==> src/rtl/int_seq_pkg.sv <==
// Shared types and constants for the interrupt sequencer.
// State codes and drain-length limit.
package int_seq_pkg;

    typedef enum logic [2:0] {
        ST_IDLE   = 3'd0,
        ST_DRAIN  = 3'd1,
        ST_VECTOR = 3'd2,
        ST_ISR    = 3'd3,
        ST_RETURN = 3'd4
    } state_t;

    localparam int DRAIN_MAX = 7;

endpackage

==> src/rtl/int_seq_save.sv <==
// n-bit holding register with load enable and synchronous clear.
// Used for the saved return PC and the latched vector.
module int_seq_save #(
    parameter int n = 8
) (
    input  logic         clk,
    input  logic         clr,
    input  logic         ld,
    input  logic [n-1:0] d,
    output logic [n-1:0] q
);

    always_ff @(posedge clk) begin
        if (clr) begin
            q <= '0;
        end else if (ld) begin
            q <= d;
        end
    end

endmodule

==> src/rtl/int_seq.sv <==
// Interrupt sequencer: drain, redirect to vector, run ISR, return.
// Single-level; interrupts stay disabled until the return redirect.
module int_seq
    import int_seq_pkg::*;
#(
    parameter int n     = 8,
    parameter int DRAIN = 2
) (
    input  logic         clk,
    input  logic         clr,
    input  logic         i_pend,
    input  logic [n-1:0] vec_addr,
    input  logic [n-1:0] pc_cur,
    input  logic         reti,
    output logic         stall,
    output logic         flush,
    output logic         pc_load,
    output logic [n-1:0] pc_next,
    output logic         clr_ien,
    output logic         set_ien,
    output logic         in_isr
);

    if (DRAIN < 1 || DRAIN > DRAIN_MAX) begin : g_bad_drain
        $error("int_seq: DRAIN out of range");
    end

    localparam logic [2:0] CNT_LAST = 3'(DRAIN - 1);

    state_t       state;
    state_t       state_nx;
    logic [2:0]   cnt;
    logic [n-1:0] ret_pc;
    logic [n-1:0] vec_reg;
    logic         ret_ld;
    logic         vec_ld;

    assign ret_ld = (state == ST_IDLE) && i_pend;
    assign vec_ld = (state == ST_DRAIN);

    int_seq_save #(.n(n)) u_ret (
        .clk (clk),
        .clr (clr),
        .ld  (ret_ld),
        .d   (pc_cur),
        .q   (ret_pc)
    );

    // Reloaded every drain cycle so the final RAM read wins.
    int_seq_save #(.n(n)) u_vec (
        .clk (clk),
        .clr (clr),
        .ld  (vec_ld),
        .d   (vec_addr),
        .q   (vec_reg)
    );

    always_ff @(posedge clk) begin
        if (clr) begin
            state <= ST_IDLE;
        end else begin
            state <= state_nx;
        end
    end

    always_ff @(posedge clk) begin
        if (clr || ret_ld) begin
            cnt <= 3'd0;
        end else if (state == ST_DRAIN) begin
            cnt <= cnt + 3'd1;
        end
    end

    always_comb begin
        state_nx = state;
        unique case (state)
            ST_IDLE:   if (i_pend) state_nx = ST_DRAIN;
            ST_DRAIN:  if (cnt == CNT_LAST) state_nx = ST_VECTOR;
            ST_VECTOR: state_nx = ST_ISR;
            ST_ISR:    if (reti) state_nx = ST_RETURN;
            ST_RETURN: state_nx = ST_IDLE;
            default:   state_nx = ST_IDLE;
        endcase
    end

    always_comb begin
        stall   = 1'b0;
        flush   = 1'b0;
        pc_load = 1'b0;
        pc_next = '0;
        clr_ien = 1'b0;
        set_ien = 1'b0;
        in_isr  = 1'b0;
        unique case (state)
            ST_DRAIN: begin
                stall   = 1'b1;
                clr_ien = (cnt == 3'd0);
            end
            ST_VECTOR: begin
                pc_load = 1'b1;
                pc_next = vec_reg;
                flush   = 1'b1;
            end
            ST_ISR: begin
                in_isr = 1'b1;
            end
            ST_RETURN: begin
                pc_load = 1'b1;
                pc_next = ret_pc;
                flush   = 1'b1;
                set_ien = 1'b1;
            end
            default: ;
        endcase
    end

endmodule

==> config.mk <==
export PLATFORM = sky130hd
export DESIGN_NAME = int_seq
export DESIGN_NICKNAME = d
export VERILOG_FILES = /design/src/rtl/int_seq_pkg.sv /design/src/rtl/int_seq_save.sv /design/src/rtl/int_seq.sv
export SDC_FILE = /design/constraint.sdc
export NUM_CORES = 1
export LEC_CHECK = 0
export CAP_MARGIN = 20
export CORE_ASPECT_RATIO = 0.6
export CORE_MARGIN = 10
export CORE_UTILIZATION = 39
export CTS_CLUSTER_SIZE = 25
export DETAILED_ROUTE_END_ITERATION = 12
export PLACE_DENSITY_LB_ADDON = 0.2
export SETUP_SLACK_MARGIN = 0.3
export SLEW_MARGIN = 20
export SYNTH_ARGS = -nofsm -noshare
export SYNTH_HDL_FRONTEND = slang
export SYNTH_HIERARCHICAL = 1
export SYNTH_SLANG_ARGS = --single-unit
export TNS_END_PERCENT = 10
==> constraint.sdc <==
create_clock -name clk -period 1.4 [get_ports clk]
set_input_delay 0.14 -clock clk [delete_from_list [all_inputs] [get_ports clk]]
set_output_delay 0.14 -clock clk [all_outputs]
set_load 0.02 [all_outputs]
* Word-level counts from Yosys, hierarchy flattened *
Index checks and enable logic that the tools add are counted.

operators by class
  $add $sub $neg = 1
  equality and inequality tests = 8
  muxes and demuxes = 10
  reductions and logical operators = 6

operators with widths
  kind                 number
  $pmux 8 s2           1
  $pmux 3 s4           1
  $mux 3               3
  $eq 3x1->1 const B   2
  $eq 3x2->1 const B   2
  $logic_not 3->1      2
  $ne 2x2->1 const B   3
  $mux 1               5
  $add 3x1->3 const B  1
  $eq 3x3->1 const B   1
  $reduce_and 3->1     1
  $reduce_or 2->1      1
  $logic_and 1x1->1    1
  $logic_or 1x1->1     1

storage, ports and cells
  register bits after elaboration = 22
  input bits = 20
  output and inout port bits = 14
  word-level logic and storage cells = 29

* Logic depth before layout (Yosys ltp) *
Gate-level depths: netlist of the first run.

  depth after elaboration = 3
  depth in mapped cells = 6
  mapped depth without buffers = 5

* Hierarchy *
The synthesis of the first run kept the hierarchy.

by module, submodules not included
  module        times used  cells an instance  area an instance (µm²)  seq. area each (µm²)
  int_seq_save  2           26                 285.3                   160.2
  int_seq       1           69                 501.7                   120.1

* Worst setup path before layout of the first run *
OpenSTA, ideal clock, no wires.

  path type = reg2reg
  from = register state[2]
  to = register u_vec.q[0]
  library setup time = 0.124 ns
  data arrival time = 1.274 ns
  required time = 1.276 ns
  path slack = 0.001 ns
  cell stages (with the launch flop) = 7
  buffers on the path = 2
  period minus slack after synthesis = 1.399 ns
  cells stage by stage = dfxtp_1 -> buf_4 -> nor2_2 -> and2_1 -> buf_6 -> mux2i_1 -> nor2_1

between the ends
  longest elaborated chain between the ends = 1

ends and longest elaborated chain
  item                    line                RTL
  start, declared         int_seq.sv:30       state_t state;
  start signal, assigned  int_seq.sv:62       state <= state_nx;
  $eq 3x1->1              int_seq.sv:39       assign vec_ld = (state == ST_DRAIN);
  end signal, assigned    int_seq_save.sv:15  q <= '0;
  end signal, assigned    int_seq_save.sv:17  q <= d;
  end, declared           int_seq_save.sv:10  output logic [n-1:0] q

No other way between the ends.
A chain may end at the register's enable or synchronous reset.

* Worst setup path in the final report of the first run *
  from = register state[2]
  to = output port pc_next[0]

between the ends
  longest elaborated chain between the ends = 2
  elaborated cells between the ends (all ways) = 3
  those cells by class = 2 x eq/ne; 1 x mux

ends and longest elaborated chain
  item                                             line           RTL
  $eq 3x3->1 / $eq 3x2->1 (equally long branches)  int_seq.sv:94  unique case (state)
  $pmux 8 s2 (*)                                   int_seq.sv:94
  end, declared                                    int_seq.sv:18  output logic [n-1:0] pc_next,

Mark *: on every way between the ends. The rest lies on a longest branch, timed or not.

==> run summary, run 1 <==
PwrDens - 927 mW/mm²
Slew Limit Headroom - 79.2%
Core Region - 0.00256 mm²
CP endpoint kind - primary output
Crit path max-delay family - flip-flops
Avg Cell Area, Syn - 8.86 µm²
Root Buffer - clkbuf_8
Tmin final - 1.44 ns
Pre-CTS setup slack - -0.215 ns
Dominant synthesized flop cell - dfxtp_1
Slew of the pin with the lowest slew margin - 0.310 ns
Cell taking the most area after synthesis - dfxtp_1
Area occupied by multi-input gates - 638 µm²
Worst path max stage delay - 0.39 ns
Violated checks - setup timing
EDFF count, synth - 0
Synth Area in Adders - 3.50%
Synth area leaders - dfxtp_1 (41%), mux2i_1 (15%), nor2_1 (9.1%)
Fillers - 213
GRT Total Usage - 12.9%
Status - complete, but fails checks
Largest net degree at the start of global routing - 23
Total Wirelength - 3260 µm
Max-cap violation count - 0
Crit share post-route - 103%
Fin. max-slew vios - 0
I/O pin count - 34
DIE AREA - 0.00532 mm²
Vias/cell - 5.15
H-tree levels - 1
Slowest cell on the critical path - dfxtp_4
Synthesized instance count - 121
Post-Synth Simple-Gate Area - 19.7%
First-pass GRT wire length - 5380 µm
Syn_nets - 144
Synthesis-to-finish area growth - 56.5%
Hpwl dp - 2390 µm
Row Count - 14
Critical path origin - state[2]
Post-synthesis sequential area ratio - 41.1%
Hold Crit Start - reti
Synth Area in XOR/XNOR - 0%
Critical path peak fanout - 5
GP Congestion - 0.806
Crit-path cells - nor2b_4, buf_6, a22oi_2, nor2_1, buf_4
Vias in the first global route - 1058
Clk sinks - 22
Via count - 1014
P_int - 0.00113 W
DR pass1 iterations - 4
Worst setup margin - -0.0416 ns
Synth Warn # - 6
Util after Layout - 65.6%
Largest family of logic cells by synthesized area - simple AND/OR/NAND/NOR gates
Wire per inst - 16.5 µm
Pwr Total - 0.00156 W
Switching Power - 0.000421 W
Setup TNS - -0.211 ns
Residual DRC - 0
Reg clk slew, reported paths - 0.08 ns
Final setup viols - 15
Die width - 87.7 µm
Unrepaired setup endpoints after global routing - true
Async SR Flop Fraction - 0%
Buf+Inv Stages, Crit Path - 2
Clock power share - 29.3%
Synthesized area - 0.00107 mm²
Synth Register Bits - 22
Mux share of post-synthesis cell area - 14.9%
Crit Reg-Reg Startpoint - state[2]
Worst-Skew Late Latency - 0.26 ns
Switching portion of total power - 27.0%
Yosys cell types - 27
Worst Path Arrival - 1.30 ns
Global route overflow - 0
Max Root-Sink Buffers - 2
Gate power share - 24.8%
Initial Util - 41.9%
Final nets - 189
# port buffers - 33
Antenna Cells - 0
P_leak - 0.693 nW
Post-synthesis compound-gate area fraction - 13.0%
Reg power frac - 45.9%
CTS Buf Count - 3
WHS - 0.477 ns
Path category of the worst min-delay check - input pin to register
Synth top area share - 41.1%
WS Path Type - register to primary output
Fin Clk Skew - 0.00295 ns
ANT nets after route - 0
CTS tree - done
Share of cells above drive strength 1 - 35.8%
Initial antenna violation count - 0
Crit path launch type - register
Worst vdd ir - 558 µV
WP data required - 1.26 ns
Fmax - 0.694 GHz
Register Area - 453 µm²
DRT iter0 DRCs - 54
Most frequent cell after synthesis - nor2_1
Final Hold Vio Count - 0
Die Ht - 60.6 µm
Top post-synthesis cells by count - nor2_1 (26), dfxtp_1 (22), mux2i_1 (16), a22oi_1 (8)
## metal layers
metal / global-route usage, % / routed length, µm
met5: 0 / 0
met4: 2.04 / 9
met3: 5.08 / 199
met2: 20.0 / 1510
met1: 16.7 / 1540
## logic make-up after synthesis
family	after synthesis
flip-flops	22
adder cells (fa/ha/maj)	3
multiplexers	16
buffers and inverters	14
AO/OA/AOI/OAI	21
AND/OR/NAND/NOR	45
## worst paths after layout
path	endpoint	slack (ns)	cells past startpoint
setup / recovery	pc_next[0]	-0.04	5
hold / removal	state[2]	0.48	3
setup reg to reg	u_ret/q[4]	-0.01	6
hold reg to reg	u_ret/q[6]	0.53	2
## sequential cells by signal, indices dropped and copies added (netlist names)
name and cells:
u_ret/q 8, cnt 3, u_vec/q 8, state 3
## cell type report
type                    count  share of cell area (%)
well taps                  32                    2.39
inverters                   3                   0.671
multi-input cells          85                    38.0
repair buffers             51                    28.6
clock buffers               4                    3.28
flip-flops and latches     22                    27.0
## metrics by stage
stage	area [µm²]	std cells
global route	1680	197
global placement	1520	191
CTS	1680	197
detailed placement	1520	191
floorplan	1090	121
finish	1680	197
## repair_timing
item,CTS,global route
cloned,2,0
hold buffers,0,0
setup endpoints to repair,36,36
gates resized for setup,107,3
pin swaps,13,5
setup buffers,0,0
## cells in the final DEF (no fill, tap or decap)
cell and n:
buf_8 1, nor3b_2 1, a22oi_2 8, o21ai_2 2, o21a_1 1, clkbuf_8 4
nor4_1 2, nor2_2 1, dfxtp_1 18, and2_4 1, dfxtp_4 3, nand2_1 2
o21ai_1 1, a21oi_1 5, nand2b_1 1, o21ai_0 2, inv_1 3, buf_6 8
nor2b_1 1, and3b_1 1, o21ba_4 1, o221a_2 1, mux2i_1 16, clkdlybuf4s50_1 19
nor3_4 1, dfxtp_2 1, nor2b_4 2, nor4b_1 1, ha_1 3, nand3_1 3
buf_4 22, buf_12 1, or2_4 1, nor2_1 26, nor3_1 1
## worst reg2reg max path, stage by stage, from the launching register on
cell and delay, ns:
dfxtp_4 0.37, buf_6 0.13, or2_4 0.26, nor3_4 0.12
buf_6 0.17, mux2i_1 0.20, nor2_1 0.05
## power by group through the flow
| stage | clock, W | combinational (W) | sequential, W |
|---|---|---|---|
| global route | 0.000509 | 0.000418 | 0.000719 |
| floorplan | 0 | 0.000207 | 0.000704 |
| detailed placement | 0 | 0.000352 | 0.000719 |
| global placement | 0 | 0.000342 | 0.000718 |
| CTS | 0.000466 | 0.000385 | 0.000712 |
| finish | 0.000456 | 0.000386 | 0.000714 |
(Power assumes the default switching activity.)
==> inputs of run 2 (changes only) <==
--- a/config.mk
+++ b/config.mk
@@ -5,10 +5,10 @@
 export SDC_FILE = /design/constraint.sdc
 export NUM_CORES = 1
 export LEC_CHECK = 0
-export CAP_MARGIN = 20
+export ABC_CLOCK_PERIOD_IN_PS = 1400
 export CORE_ASPECT_RATIO = 0.6
 export CORE_MARGIN = 10
-export CORE_UTILIZATION = 39
+export CORE_UTILIZATION = 35
 export CTS_CLUSTER_SIZE = 25
 export DETAILED_ROUTE_END_ITERATION = 12
 export PLACE_DENSITY_LB_ADDON = 0.2
==> run 2 against run 1 <==
  * The run still ends with setup timing left
  * Sequential power is 1% lower
  * Cell count is 5.1% higher
  * Global-route usage is 2.4 points lower
  * Largest power group unchanged
  * Highest routed layer unchanged
==> run summary, run 2 (synthesized netlist as in run 1, its figures left out) <==
Worst Path Arrival - 1.30 ns
Worst-Skew Late Latency - 0.26 ns
Die Ht - 62.9 µm
Via count - 992
Crit-path cells - nor2b_4, buf_2, a22oi_2, nor2_1, buf_4
Die width - 91.5 µm
H-tree levels - 1
GP Congestion - 0.816
Total Wirelength - 3160 µm
Row Count - 15
Met1 Use GR - 13.3%
Final Hold Vio Count - 0
WP data required - 1.26 ns
Crit path max-delay family - flip-flops
Non-Filler Instances - 207
Worst setup margin - -0.0420 ns
Slowest cell on the critical path - dfxtp_4
Crit path launch type - register
Synthesis-to-finish area growth - 57.6%
Core Region - 0.00291 mm²
Final nets - 190
Slew Limit Headroom - 80.4%
Initial antenna violation count - 0
Slew of the pin with the lowest slew margin - 0.293 ns
DP Cell Count - 202
Setup TNS - -0.241 ns
I/O pin count - 34
First-pass GRT wire length - 4940 µm
Antenna Cells - 0
# port buffers - 33
WS Path Type - register to primary output
DRT iter0 DRCs - 33
Max Root-Sink Buffers - 2
Tmin final - 1.44 ns
Fillers - 254
CTS Buf Count - 3
Gate power share - 26.6%
Final setup viols - 17
Met3 usage - 3.12%
GRT Total Usage - 10.5%
Worst path max stage delay - 0.37 ns
Critical path origin - state[2]
M2 GR Usage - 17.4%
P_leak - 0.690 nW
Top flop regs - u_ret/q (8), u_vec/q (8)
Status - complete, but fails checks
Crit Reg-Reg Startpoint - state[1]
Clock power share - 25.6%
Levels on crit path - 5
Worst setup endpoint - pc_next[3]
GR peak layer - met2
Initial Util - 36.9%
Most common cell after layout, fill and taps aside - nor2_1
Reg clk slew, reported paths - 0.07 ns
Unrepaired setup endpoints after global routing - true
Residual DRC - 0
PwrDens - 876 mW/mm²
Most frequent cells in the layout - nor2_1 (24), buf_4 (21), clkdlybuf4s50_1 (19)
Pre-CTS setup slack - -0.274 ns
ANT nets after route - 0
Max-cap violation count - 0
Worst reg-to-reg setup slack - -0.02 ns
Fmax - 0.693 GHz
DR pass1 iterations - 4
Path category of the worst min-delay check - input pin to register
Root Buffer - clkbuf_8
Fin. max-slew vios - 0
Length in cells of the worst reg-to-reg path - 6
Clk sinks - 22
Violated checks - setup timing
Switching portion of total power - 27.2%
Pwr Total - 0.00148 W
CTS tree - done
Largest net degree at the start of global routing - 12
P_int - 0.00108 W
Vias in the first global route - 965
Reg power frac - 47.8%
Buf+Inv Stages, Crit Path - 2
Global route overflow - 0
Crit share post-route - 103%
CP endpoint kind - primary output
Register Area - 453 µm²
Share of cells above drive strength 1 - 37.6%
DIE AREA - 0.00575 mm²
Worst vdd ir - 452 µV
Fin Clk Skew - 0.00295 ns
Area occupied by multi-input gates - 652 µm²
Switching Power - 0.000402 W
Worst r2r dst - u_ret/q[0]
Wire per inst - 15.3 µm
Critical path peak fanout - 4
Vias/cell - 4.79
Post-CTS Setup Bufs - 0
Hpwl dp - 2370 µm
==> run 2: power by group through the flow <==
stage          clock, W  combinational (W)  sequential [W]
2_1_floorplan         0           0.000207        0.000704
3_3_place_gp          0           0.000338        0.000716
3_5_place_dp          0           0.000347        0.000716
4_1_cts        0.000396           0.000378        0.000707
5_1_grt        0.000424           0.000422        0.000712
6_report       0.000380           0.000393        0.000707
==> run 2: worst min path at each step <==
stage / endpoint / from / depth (start not counted)
floorplan: cnt[0] / clr / 1
global placement: u_ret/q[2] / u_ret/q[2] / 2
detailed placement: u_ret/q[6] / u_ret/q[6] / 2
CTS: state[2] / reti / 3
global route: u_ret/q[4] / pc_cur[4] / 3
finish: state[2] / reti / 3
==> run 2: cell type report <==
cell class	instances	share of cell area, %
Inverter	3	0.666
Multi-Input combinational cell	85	38.6
Sequential cell	22	26.8
Tap cell	42	3.11
Timing Repair Buffer	52	28.4
Clock buffer	3	2.44
==> run 2: metal layers <==
| layer | share of wire, % | wire length, µm |
|---|---|---|
| met3 | 5.0 | 159 |
| met5 | 0 | 0 |
| met2 | 49 | 1540 |
| met1 | 46 | 1450 |
| met4 | 0.25 | 8 |
==> run 2: repair_timing <==
action	4_1_cts	5_1_grt
setup endpoints to repair	36	36
hold buffers	0	0
gates resized for setup	100	15
gates cloned	2	0
pin swaps	6	7
==> run 2: worst register-to-register path, delay by kind of cell, from the launching register on <==
family	cells	cell delay, ns
buffers and inverters	2	0.34
DFF	1	0.36
muxes	1	0.20
and+or+nand+nor	3	0.41
==> run 2: through the flow <==
step / area, µm² / utilization [%] / hold WS (ns)
6_report: 1690 / 58.1 / 0.493
5_1_grt: 1690 / 58.1 / 0.496
4_1_cts: 1640 / 56.4 / 0.477
3_5_place_dp: 1530 / 52.4 / 0.485
3_3_place_gp: 1530 / 52.4 / 0.481
2_1_floorplan: 1090 / - / 0.209
==> inputs of run 3 (changes only) <==
--- a/config.mk
+++ b/config.mk
@@ -7,7 +7,6 @@
 export LEC_CHECK = 0
 export ABC_CLOCK_PERIOD_IN_PS = 1400
 export CORE_ASPECT_RATIO = 0.6
-export CORE_MARGIN = 10
 export CORE_UTILIZATION = 35
 export CTS_CLUSTER_SIZE = 25
 export DETAILED_ROUTE_END_ITERATION = 12
==> run 3 against run 2 <==
  * Highest routed layer unchanged
  * Utilization rose by 1.6 points
  * Via count grew 3.8%
  * Non-clock buffer count rose by 2
  * The flow still finishes with violations (setup timing)
==> run summary, run 3 (synthesized netlist as in run 1, its figures left out) <==
Non-Filler Instances - 210
I/O pin count - 34
Length in cells of the worst reg-to-reg path - 6
Post-CTS Setup Bufs - 0
DP Cell Count - 204
Final nets - 192
Most frequent cells in the layout - nor2_1 (26), buf_4 (26), clkdlybuf4s50_1 (19)
Unrepaired setup endpoints after global routing - true
Worst Path Arrival - 1.33 ns
# port buffers - 33
Synthesis-to-finish area growth - 61.0%
Final Hold Vio Count - 0
Hold Crit Start - reti
Vias/cell - 4.90
Core Region - 0.00289 mm²
Antenna Cells - 0
Fmax - 0.681 GHz
ANT nets after route - 0
Die Ht - 44.9 µm
Reg clk slew, reported paths - 0.08 ns
Via count - 1030
Global route overflow - 0
GP Congestion - 0.788
Row Count - 15
CP endpoint kind - primary output
Hpwl dp - 2090 µm
Wire per inst - 14.0 µm
Worst r2r dst - u_ret/q[4]
CTS Hold Buffers Added - 0
Root Buffer - clkbuf_8
Largest net degree at the start of global routing - 14
Max-cap violation count - 0
Worst vdd ir - 497 µV
H-tree levels - 1
Violated checks - setup timing
Residual DRC - 0
GRT Total Usage - 18.6%
Pre-CTS setup slack - -0.288 ns
Fin Clk Skew - 0.00473 ns
Slew of the pin with the lowest slew margin - 0.334 ns
Share of cells above drive strength 1 - 39.3%
Slew Limit Headroom - 77.6%
Top flop regs - u_ret/q (8), u_vec/q (8)
Worst reg-to-reg setup slack - -0.04 ns
Max Root-Sink Buffers - 2
Total Wirelength - 2930 µm
WP data required - 1.26 ns
Crit Reg-Reg Startpoint - state[2]
PwrDens - 974 mW/mm²
Crit path launch type - register
Worst setup margin - -0.0674 ns
Tmin final - 1.47 ns
Worst-Skew Late Latency - 0.26 ns
CTS tree - done
Initial Util - 37.1%
First-pass GRT wire length - 4490 µm
Die width - 73.5 µm
Crit share post-route - 105%
DR pass1 iterations - 4
Vias in the first global route - 950
DRT iter0 DRCs - 53
Initial antenna violation count - 0
Critical path peak fanout - 5
DIE AREA - 0.00330 mm²
Final setup viols - 15
P_leak - 0.711 nW
Fin. max-slew vios - 0
WS Path Type - register to primary output
Clk sinks - 22
Path category of the worst min-delay check - input pin to register
Hold endpoint - state[2]
Status - complete, but fails checks
Hold-critical path depth - 3
CTS Buf Count - 3
## run 3: cell types whose count changed in the layout (fill, tap and decap cells not counted), sizes merged
| cell | delta |
|---|---|
| buf | +2 |
| bufinv | +1 |
## run 3: through the flow
step | utilization, % | hold slack (ns) | total power [W] | instance area, µm² | TNS, ns
finish | 59.7 | 0.472 | 0.00168 | 1730 | -0.465
global route | 59.7 | 0.483 | 0.00176 | 1730 | -1.56
CTS | 57.6 | 0.468 | 0.00167 | 1670 | -0.596
detailed placement | 53.3 | 0.488 | 0.00106 | 1540 | -3.15
global placement | 53.3 | 0.487 | 0.00106 | 1540 | -2.30
floorplan | - | 0.209 | 0.000911 | 1090 | 0
## run 3: repair_timing
item	4_1_cts	5_1_grt
setup endpoints to repair	36	36
gates cloned	2	0
pin swaps	6	7
resized for setup	96	14
## run 3: cell type report
class / count / area [µm²]
clock buffers: 3 / 41.3
clock inverters: 1 / 30.0
fillers: 274 / 1160
inverters: 3 / 11.3
multi-input cells: 85 / 661
flip-flops and latches: 22 / 453
well taps: 42 / 52.6
repair buffers: 54 / 478
## run 3: worst max-delay path by stage
stage / from / end / cells past startpoint
6_report: state[2] / pc_next[5] / 5
5_1_grt: state[2] / pc_next[1] / 5
4_1_cts: state[2] / pc_next[1] / 5
3_5_place_dp: state[2] / pc_next[1] / 5
3_3_place_gp: state[2] / pc_next[5] / 5
2_1_floorplan: state[2] / u_ret/q[0] / 6
## run 3: power by group
group          leakage [nW]  switching, W  internal [W]
sequential            0.183     0.0000428      0.000669
clock                0.0357      0.000201      0.000382
combinational         0.492      0.000173      0.000214
## run 3: layer usage
| layer | global-route usage [%] | vias up | routed length (µm) |
|---|---|---|---|
| li1 | - | 508 | - |
| met1 | 26.3 | 486 | 1390 |
| met2 | 28.3 | 34 | 1390 |
| met3 | 5.13 | 2 | 145 |
| met4 | 4.23 | 0 | 8 |
| met5 | 0 | - | 0 |
## run 3: worst max-delay path, cell delays in order (launching register included)
cell,delay [ns]
dfxtp_4,0.39
nor2b_4,0.18
buf_6,0.14
a22oi_2,0.07
nor2_1,0.13
buf_4,0.16
